===== src/rtl/alu_muldiv.sv =====
// Sequential MLT/DIV unit for the S1C88 core: serial shift-add multiply and restoring divide.
// Build option MULDIV_FAST_MLT_EN replaces the serial MLT with a single-cycle 8x8 multiplier.
module alu_muldiv #(
  parameter int unsigned ITER_BITS = 8
) (
  input  logic                     clk,
  input  logic                     reset,
  input  logic                     start,
  input  logic                     op,
  input  logic [2*ITER_BITS-1:0]   A,
  input  logic [ITER_BITS-1:0]     B,
  output logic                     busy,
  output logic                     done,
  output logic                     div_zero,
  output logic [2*ITER_BITS-1:0]   R,
  output logic [3:0]               flags
);

  localparam int unsigned IW    = ITER_BITS;
  localparam int unsigned RW    = 2 * ITER_BITS;
  localparam int unsigned CNT_W = 4;
  localparam logic [CNT_W-1:0] CNT_LAST = CNT_W'(ITER_BITS - 1);
  localparam logic [3:0] FLAGS_OVF = 4'b0100;

  typedef enum logic [1:0] {S_IDLE, S_ITER, S_DONE} state_e;

  state_e             state_q, state_d;
  logic [CNT_W-1:0]   cnt_q, cnt_d;
  logic               op_q, op_d;
  logic [RW-1:0]      acc_q, acc_d;
  logic [RW-1:0]      mcand_q, mcand_d;
  logic [IW-1:0]      shf_q, shf_d;    // MLT multiplier / DIV dividend-low shifting into quotient
  logic [IW-1:0]      rem_q, rem_d;
  logic [IW-1:0]      dvsr_q, dvsr_d;
  logic [RW-1:0]      r_q, r_d;
  logic [3:0]         flags_q, flags_d;
  logic               done_q, done_d;
  logic               dz_q, dz_d;
  logic               busy_q, busy_d;

  logic               b_zero;
  logic               div_ovf;
  logic [IW:0]        rem9;
  logic [IW-1:0]      rem_n;
  logic [IW-1:0]      quo_n;
  logic [RW-1:0]      acc_n;
  logic               qbit;

  assign b_zero  = (B == '0);
  assign div_ovf = (A[RW-1:IW] >= B);

`ifdef MULDIV_FAST_MLT_EN
  logic [RW-1:0] fast_prod;
  assign fast_prod = RW'(A[IW-1:0]) * RW'(B);
`endif

  function automatic logic [3:0] res_flags(input logic s, input logic z);
    return {s, 1'b0, 1'b0, z};
  endfunction

  // State and datapath registers
  always_ff @(posedge clk) begin
    if (reset) begin
      state_q <= S_IDLE;
      cnt_q   <= '0;
      op_q    <= 1'b0;
      acc_q   <= '0;
      mcand_q <= '0;
      shf_q   <= '0;
      rem_q   <= '0;
      dvsr_q  <= '0;
      r_q     <= '0;
      flags_q <= '0;
      done_q  <= 1'b0;
      dz_q    <= 1'b0;
      busy_q  <= 1'b0;
    end else begin
      state_q <= state_d;
      cnt_q   <= cnt_d;
      op_q    <= op_d;
      acc_q   <= acc_d;
      mcand_q <= mcand_d;
      shf_q   <= shf_d;
      rem_q   <= rem_d;
      dvsr_q  <= dvsr_d;
      r_q     <= r_d;
      flags_q <= flags_d;
      done_q  <= done_d;
      dz_q    <= dz_d;
      busy_q  <= busy_d;
    end
  end

  // Next-state logic; early-outs skip ITER entirely
  always_comb begin
    state_d = state_q;
    case (state_q)
      S_IDLE: begin
        if (start) begin
          if (!op) begin
`ifdef MULDIV_FAST_MLT_EN
            state_d = S_DONE;
`else
            state_d = S_ITER;
`endif
          end else if (b_zero || div_ovf) begin
            state_d = S_DONE;
          end else begin
            state_d = S_ITER;
          end
        end
      end
      S_ITER:  if (cnt_q == CNT_LAST) state_d = S_DONE;
      S_DONE:  state_d = S_IDLE;
      default: state_d = S_IDLE;
    endcase
  end

  // Datapath step and registered outputs; results load only on entry to DONE
  always_comb begin
    cnt_d   = cnt_q;
    op_d    = op_q;
    acc_d   = acc_q;
    mcand_d = mcand_q;
    shf_d   = shf_q;
    rem_d   = rem_q;
    dvsr_d  = dvsr_q;
    r_d     = r_q;
    flags_d = flags_q;
    done_d  = 1'b0;
    dz_d    = 1'b0;
    busy_d  = (state_d != S_IDLE);
    rem9    = '0;
    rem_n   = '0;
    quo_n   = '0;
    acc_n   = '0;
    qbit    = 1'b0;
    case (state_q)
      S_IDLE: begin
        if (start) begin
          op_d    = op;
          cnt_d   = '0;
          acc_d   = '0;
          mcand_d = RW'(A[IW-1:0]);
          shf_d   = op ? A[IW-1:0] : B;
          rem_d   = A[RW-1:IW];
          dvsr_d  = B;
          if (state_d == S_DONE) begin
            done_d = 1'b1;
            if (op) begin
              r_d     = A;
              flags_d = b_zero ? 4'b0000 : FLAGS_OVF;
              dz_d    = b_zero;
            end
`ifdef MULDIV_FAST_MLT_EN
            else begin
              r_d     = fast_prod;
              flags_d = res_flags(fast_prod[RW-1], fast_prod == '0);
            end
`endif
          end
        end
      end
      S_ITER: begin
        cnt_d = cnt_q + CNT_W'(1);
        acc_n = acc_q + (shf_q[0] ? mcand_q : '0);
        // 9-bit partial remainder keeps the shifted-out MSB for the compare
        rem9  = {rem_q, shf_q[IW-1]};
        qbit  = (rem9 >= {1'b0, dvsr_q});
        rem_n = qbit ? IW'(rem9 - {1'b0, dvsr_q}) : rem9[IW-1:0];
        quo_n = {shf_q[IW-2:0], qbit};
        if (op_q) begin
          rem_d = rem_n;
          shf_d = quo_n;
        end else begin
          acc_d   = acc_n;
          mcand_d = mcand_q << 1;
          shf_d   = shf_q >> 1;
        end
        if (state_d == S_DONE) begin
          done_d = 1'b1;
          if (op_q) begin
            r_d     = {rem_n, quo_n};
            flags_d = res_flags(quo_n[IW-1], quo_n == '0);
          end else begin
            r_d     = acc_n;
            flags_d = res_flags(acc_n[RW-1], acc_n == '0);
          end
        end
      end
      default: ;
    endcase
  end

  assign busy     = busy_q;
  assign done     = done_q;
  assign div_zero = dz_q;
  assign R        = r_q;
  assign flags    = flags_q;

endmodule


===== config.mk =====
export PLATFORM = sky130hd
export DESIGN_NAME = alu_muldiv
export DESIGN_NICKNAME = d
export VERILOG_FILES = /design/src/rtl/alu_muldiv.sv
export SDC_FILE = /design/constraint.sdc
export NUM_CORES = 1
export LEC_CHECK = 0
export BUFFER_PORTS_ARGS = -buffer_cell sky130_fd_sc_hd__buf_2
export CAP_MARGIN = 5
export CORE_AREA = 2 2 96 98
export CTS_BUF_LIST = sky130_fd_sc_hd__clkbuf_8
export DETAILED_ROUTE_END_ITERATION = 16
export DIE_AREA = 0 0 98 100
export GPL_TIMING_DRIVEN = 0
export PLACE_DENSITY = 0.91
export SYNTH_ARGS = -nofsm -noshare
export SYNTH_HDL_FRONTEND = slang
export SYNTH_SLANG_ARGS = --single-unit

===== constraint.sdc =====
create_clock -name clk -period 2.9 [get_ports clk]
set_input_delay 0.435 -clock clk [delete_from_list [all_inputs] [get_ports clk]]
set_output_delay 0.435 -clock clk [all_outputs]
set_load 0.005 [all_outputs]

==> results of run 1 <==
[repair_timing]
item | CTS | global route
resized for setup | 10 | 29
setup endpoints to repair | 21 | 13
pin swaps | 1 | 8
setup buffers | 0 | 3
[layer usage]
layer,up-vias,wire [um],global-route usage [%]
li1,2488,-,-
met1,2579,6340,42.8
met2,434,7170,52.5
met3,137,2020,6.55
met4,0,1140,18.6
met5,-,0,0
[worst max-delay path: stages (launching register included)]
cell and delay [ps]:
dfxtp_4 390, and2_1 140, ha_1 330, a21o_1 220, o21bai_2 240, a21o_2 230
a21oi_1 200, xor2_1 300, o21ai_0 120, a211oi_1 430, nor3_1 80
[path summary, 6_finish.rpt]
path,startpoint,endpoint,depth (start not counted)
max,shf_q[0]$_SDFFE_PP0P_,R[7]$_SDFFE_PP0P_,10
min,B[6],dvsr_q[6]$_SDFFE_PP0P_,3
max reg2reg,shf_q[0]$_SDFFE_PP0P_,R[7]$_SDFFE_PP0P_,10
min reg2reg,dvsr_q[6]$_SDFFE_PP0P_,dvsr_q[6]$_SDFFE_PP0P_,2
[cell usage in the layout (no fill, tap or decap), drive strengths merged, types with 12 or more instances in the layout]
cell type	netlist	routed
nand2	68	68
nor2	75	75
a21oi	64	64
ha	32	32
a221oi	18	18
nor3	18	18
buf	8	60
and2	18	18
dfxtp	85	85
o21ai	21	21
a22oi	19	19
inv	33	34
a211oi	20	20
clkbuf	34	41
mux2i	12	12
[sequential cells by signal, summed over array words and instances, names as in the netlist]
register	count
R	16
acc_q	16
busy	1
cnt_q	4
div_zero	1
done	1
dvsr_q	8
flags	3
mcand_q	16
op_q	1
rem_q	8
shf_q	8
state_q	2
[kinds of logic (layout without fill, tap and decap cells)]
kind of cell               Yosys count  in the layout  synth area share (%)
AOI/OAI and AO/OA                  200            200                  26.9
xor gates and xnor gates            13             13                  2.19
adders and majority gates           34             34                  8.49
buffers and inverters               76            141                  5.69
DFF                                 85             85                  32.8
muxes                               18             18                  3.62
other                                1              1                0.0723
and+or+nand+nor                    228            228                  20.2
[where the power goes]
| group | total, uW | internal [uW] | switching (uW) |
|---|---|---|---|
| Sequential | 1300 | 1230 | 62.6 |
| Combinational | 796 | 282 | 515 |
| Clock | 995 | 517 | 478 |
| Total | 3090 | 2030 | 1060 |
[cell usage after synthesis (3+ instances only)]
cell / n
buf_1: 4
o31ai_1: 3
a22oi_1: 19
nor4_1: 5
o21ai_1: 3
nor2b_1: 8
a21oi_1: 63
nand2b_1: 6
inv_1: 33
a221oi_1: 17
mux2i_1: 12
clkbuf_1: 34
nand2_1: 68
o21ai_0: 17
and2_1: 18
a211o_1: 4
nand4_1: 8
o211ai_1: 9
nor2_1: 75
dfxtp_1: 85
o21a_1: 5
nand3_1: 10
a211oi_1: 19
mux2_2: 6
a21o_1: 5
xnor2_1: 7
a311oi_1: 7
ha_1: 32
nor3_1: 18
xor2_1: 6
a31oi_1: 3
[final cells by class]
type	count	area, um^2
Clock buffer	10	138
Multi-Input combinational cell	494	3360
Buffer	40	164
Clock inverter	6	95.1
Inverter	34	128
Tap cell	111	139
Timing Repair Buffer	51	267
Sequential cell	85	1710
Fill cell	711	2900
[metrics by stage]
| step | TNS (ps) | std cells |
|---|---|---|
| 2_1_floorplan | 0 | 655 |
| 3_3_place_gp | -4100 | 814 |
| 3_5_place_dp | -4760 | 814 |
| 4_1_cts | 0 | 829 |
| 5_1_grt | -22.5 | 831 |
| 6_report | 0 | 831 |
==> flow_summary.json, run 1 <==
{
  "wirelength_mm": 16.7,
  "synth.avg_cell_area_um2": 7.92,
  "wl_per_cell_um": 20.0,
  "finalSetupViolations": 0,
  "die_h_um": 100,
  "yosys_warnings": 0,
  "syn-num-nets": 717,
  "clock_sinks": 85,
  "hold-worst-slack_ps": 344,
  "async_flop_share_pct": 0,
  "ys_types": 65,
  "antenna_cells": 0,
  "final_area_um2": 5990,
  "overflow": 0,
  "fp.dieW_um": 98,
  "cts_hold_buf": 0,
  "synth_area_leaders": "dfxtp_1, ha_1, a21oi_1",
  "cts_buffer_depth": 2,
  "drc": 0,
  "reg2reg_slack_ps": 60,
  "crit_required_ps": 3120,
  "end_kind": "flip-flop",
  "relSlewSlack_pct": 54.5,
  "fin_util_pct": 67.4,
  "first_pass_iters": 8,
  "min_period_over_period_pct": 97.8,
  "cts_root_buf": "clkbuf_8",
  "finalMaxSlewViolations": 0,
  "rows": 35,
  "peakVddDrop_mv": 0.331,
  "clk_pin_slew_ps": 100,
  "synth_seq_cells": 85,
  "drt-initial-drc-count": 611,
  "netlist.area_leader.share_pct": 32.8,
  "drtAntennaViolNets": 0,
  "syn_inst": 655,
  "ios": 51,
  "worstPathArrival_ps": 3050,
  "period_needed_ps": 2840,
  "numPortBuffers": 48,
  "place_ws_ps": -474,
  "synth_edf_count": 0,
  "avgViaCountPerCell": 6.78,
  "hold_violations": 0,
  "dpl_cell_area_um2": 5570,
  "maxCapViolCount": 0,
  "hp-class": "in2reg",
  "antenna_found_initial": 0,
  "p_total_uw": 3090,
  "fmaxAchievable_mhz": 353,
  "start_util_pct": 58.4,
  "tightest_slew_ps": 683,
  "ys.flop_type": "dfxtp_1",
  "synth_seq_area_share_pct": 32.8,
  "leakage_uw": 0.00248,
  "critPathMaxFanout": 10,
  "status": "completed",
  "worst-setup-path-type": "reg2reg",
  "cts_made_buffers": 9,
  "dp.final_hpwl_mm": 11.8,
  "area_delta_synth_final_pct": 15.6,
  "startpoint_type": "flip-flop",
  "p_per_area_nw_per_um2": 515,
  "htree_num_levels": 3,
  "grt_pass1_wl_mm": 26.2,
  "vias": 5638,
  "routabilityCongestion": 0.970,
  "clock_skew_ps": 16.5,
  "coreArea_um2": 8890,
  "drive_gt1_share_pct": 16.3,
  "setup_slack_ps": 63.6,
  "yosysTopAreaCell": "dfxtp_1",
  "final_net_count": 777,
  "grt_usage_pct": 33.2,
  "syn-cell-area_um2": 5190,
  "die_area_um2": 9800,
  "grt_pass1_vias": 5272,
  "grt_max_degree": 16,
  "clk_latency_ps": 360,
  "cts_tree": "yes"
}
Power figures use the tool's default switching activity.
==> run 2, diff against run 1 <==
- CORE_AREA: 2 2 96 98 -> 2 2 117 119
- DIE_AREA: 0 0 98 100 -> 0 0 119 121
- PLACE_DENSITY: 0.91 -> 0.68
==> flow_summary.json, run 2 (same netlist as run 1, synthesis figures left out) <==
{
  "busiest_layer": "met2",
  "clock_sinks": 85,
  "crit_chain": "and2_1 > ha_1 > fa_1 > a21o_1 > a221oi_4 > o21ai_2 > a41oi_2 > xnor2_2 > nor3_2 > nand4b_1 > o2bb2ai_1",
  "crit_required_ps": 3230,
  "fill_cells": 1301,
  "drtAntennaViolNets": 0,
  "fin_util_pct": 46.4,
  "cts_root_buf": "clkbuf_8",
  "grt_usage_pct": 23.1,
  "layout_commonest_cell": "dfxtp_1",
  "grtUsageMet3_pct": 4.84,
  "grt_pass1_wl_mm": 25.7,
  "rsz0062_at_grt": "yes",
  "finalSetupViolations": 0,
  "layout_common_cells": "dfxtp_1, nor2_1, nand2_1",
  "antenna_found_initial": 0,
  "hold_violations": 0,
  "avgViaCountPerCell": 5.78,
  "cts_buffer_depth": 2,
  "place_ws_ps": -523,
  "grtUsageMet1_pct": 31.7,
  "fmaxAchievable_mhz": 351,
  "critPathSlowestCell": "fa_1",
  "crit_family": "compound AO/OA/AOI/OAI gates",
  "clock_skew_ps": 12.2,
  "numPortBuffers": 48,
  "startpoint_type": "flip-flop",
  "end_kind": "flip-flop",
  "die_h_um": 121,
  "relSlewSlack_pct": 53.2,
  "dp.final_hpwl_mm": 12.2,
  "leakage_uw": 0.00250,
  "p_per_area_nw_per_um2": 527,
  "clk_latency_ps": 390,
  "grt_pass1_vias": 4756,
  "drc": 0,
  "vias": 5179,
  "drive_gt1_share_pct": 15.6,
  "fp.dieW_um": 119,
  "tightest_slew_ps": 703,
  "routabilityCongestion": 0.901,
  "finalSetupTns_ps": 0,
  "crit_buf_inv": 0,
  "area_delta_synth_final_pct": 17.0,
  "worst-setup-path-type": "reg2reg",
  "cts_tree": "yes",
  "antenna_cells": 0,
  "coreArea_um2": 13100,
  "htree_num_levels": 3,
  "min_period_over_period_pct": 98.2,
  "rows": 42,
  "setup_slack_ps": 51.1,
  "die_area_um2": 14400,
  "start_util_pct": 39.6,
  "critPathMaxFanout": 11,
  "grt_max_degree": 15,
  "ios": 51,
  "status": "completed",
  "hold-worst-slack_ps": 308,
  "finalMaxSlewViolations": 0,
  "wirelength_mm": 16.5,
  "hp-class": "in2reg",
  "cts_made_buffers": 9,
  "first_pass_iters": 5,
  "worstPathArrival_ps": 3170,
  "drt-initial-drc-count": 434,
  "maxCapViolCount": 0,
  "grtUsageMet2_pct": 34.9,
  "clk_pin_slew_ps": 90,
  "cts_hold_buf": 0,
  "final_net_count": 777,
  "wl_per_cell_um": 18.4,
  "slowest_delay_ps": 410,
  "period_needed_ps": 2850,
  "overflow": 0,
  "peakVddDrop_mv": 0.441
}
[run 2: cell types whose count changed in the layout (fill, tap and decap cells not counted), moves of 2 or more]
cell        delta
clkinvlp_4     +2
bufinv_16      +2
a221oi_2       -2
a221oi_1       +2
clkinv_4       -3
a21oi_2        -4
a21oi_1        +4
[run 2: cell type report]
class	instances	area [um^2]	area share (%)
Buffer	40	164	2.70
Clock buffer	9	124	2.04
Clock inverter	7	139	2.29
Inverter	34	128	2.10
Multi-Input combinational cell	494	3330	54.8
Sequential cell	85	1710	28.1
Tap cell	176	220	3.63
Timing Repair Buffer	51	263	4.33
[run 2: path summary, 6_finish.rpt]
path,from,end,slack (ps),cells past startpoint
worst max-delay path,shf_q[0]$_SDFFE_PP0P_,flags[0]$_SDFFE_PP0P_,50,11
worst min-delay path,B[7],dvsr_q[7]$_SDFFE_PP0P_,310,3
worst max register to register,shf_q[0]$_SDFFE_PP0P_,flags[0]$_SDFFE_PP0P_,50,11
worst min register to register,dvsr_q[3]$_SDFFE_PP0P_,dvsr_q[3]$_SDFFE_PP0P_,460,2
[run 2: per-layer routing]
metal	share of wire, %	up-vias
met3	8.0	37
met4	3.2	0
li1	-	2494
met1	46	2424
met5	0	-
met2	43	224
[run 2: through the flow]
step / cell area (um^2) / cells / total power [uW]
after floorplan: 5190 / 655 / 1820
after global placement: 5650 / 879 / 2050
after detailed placement: 5650 / 879 / 2050
after CTS: 5940 / 894 / 3170
after global routing: 6070 / 896 / 3330
final: 6070 / 896 / 3200
[run 2: power by group]
| group | total, uW | leakage [uW] | internal, uW | switching (uW) |
|---|---|---|---|---|
| sequential | 1290 | 0.000694 | 1230 | 60.6 |
| combinational | 766 | 0.00168 | 275 | 492 |
| clock | 1140 | 0.000127 | 656 | 485 |
[run 2: worst min-delay path, stage by stage]
cell     delay (ps)
buf_2           120
nand2_1          50
a21oi_1          50
[run 2: timing repair]
item | in CTS | in global routing
endpoints found under the hold margin | 0 | 0
pin swaps | 0 | 5
setup endpoints to repair | 21 | 7
setup buffers | 0 | 3
resized for setup | 8 | 23
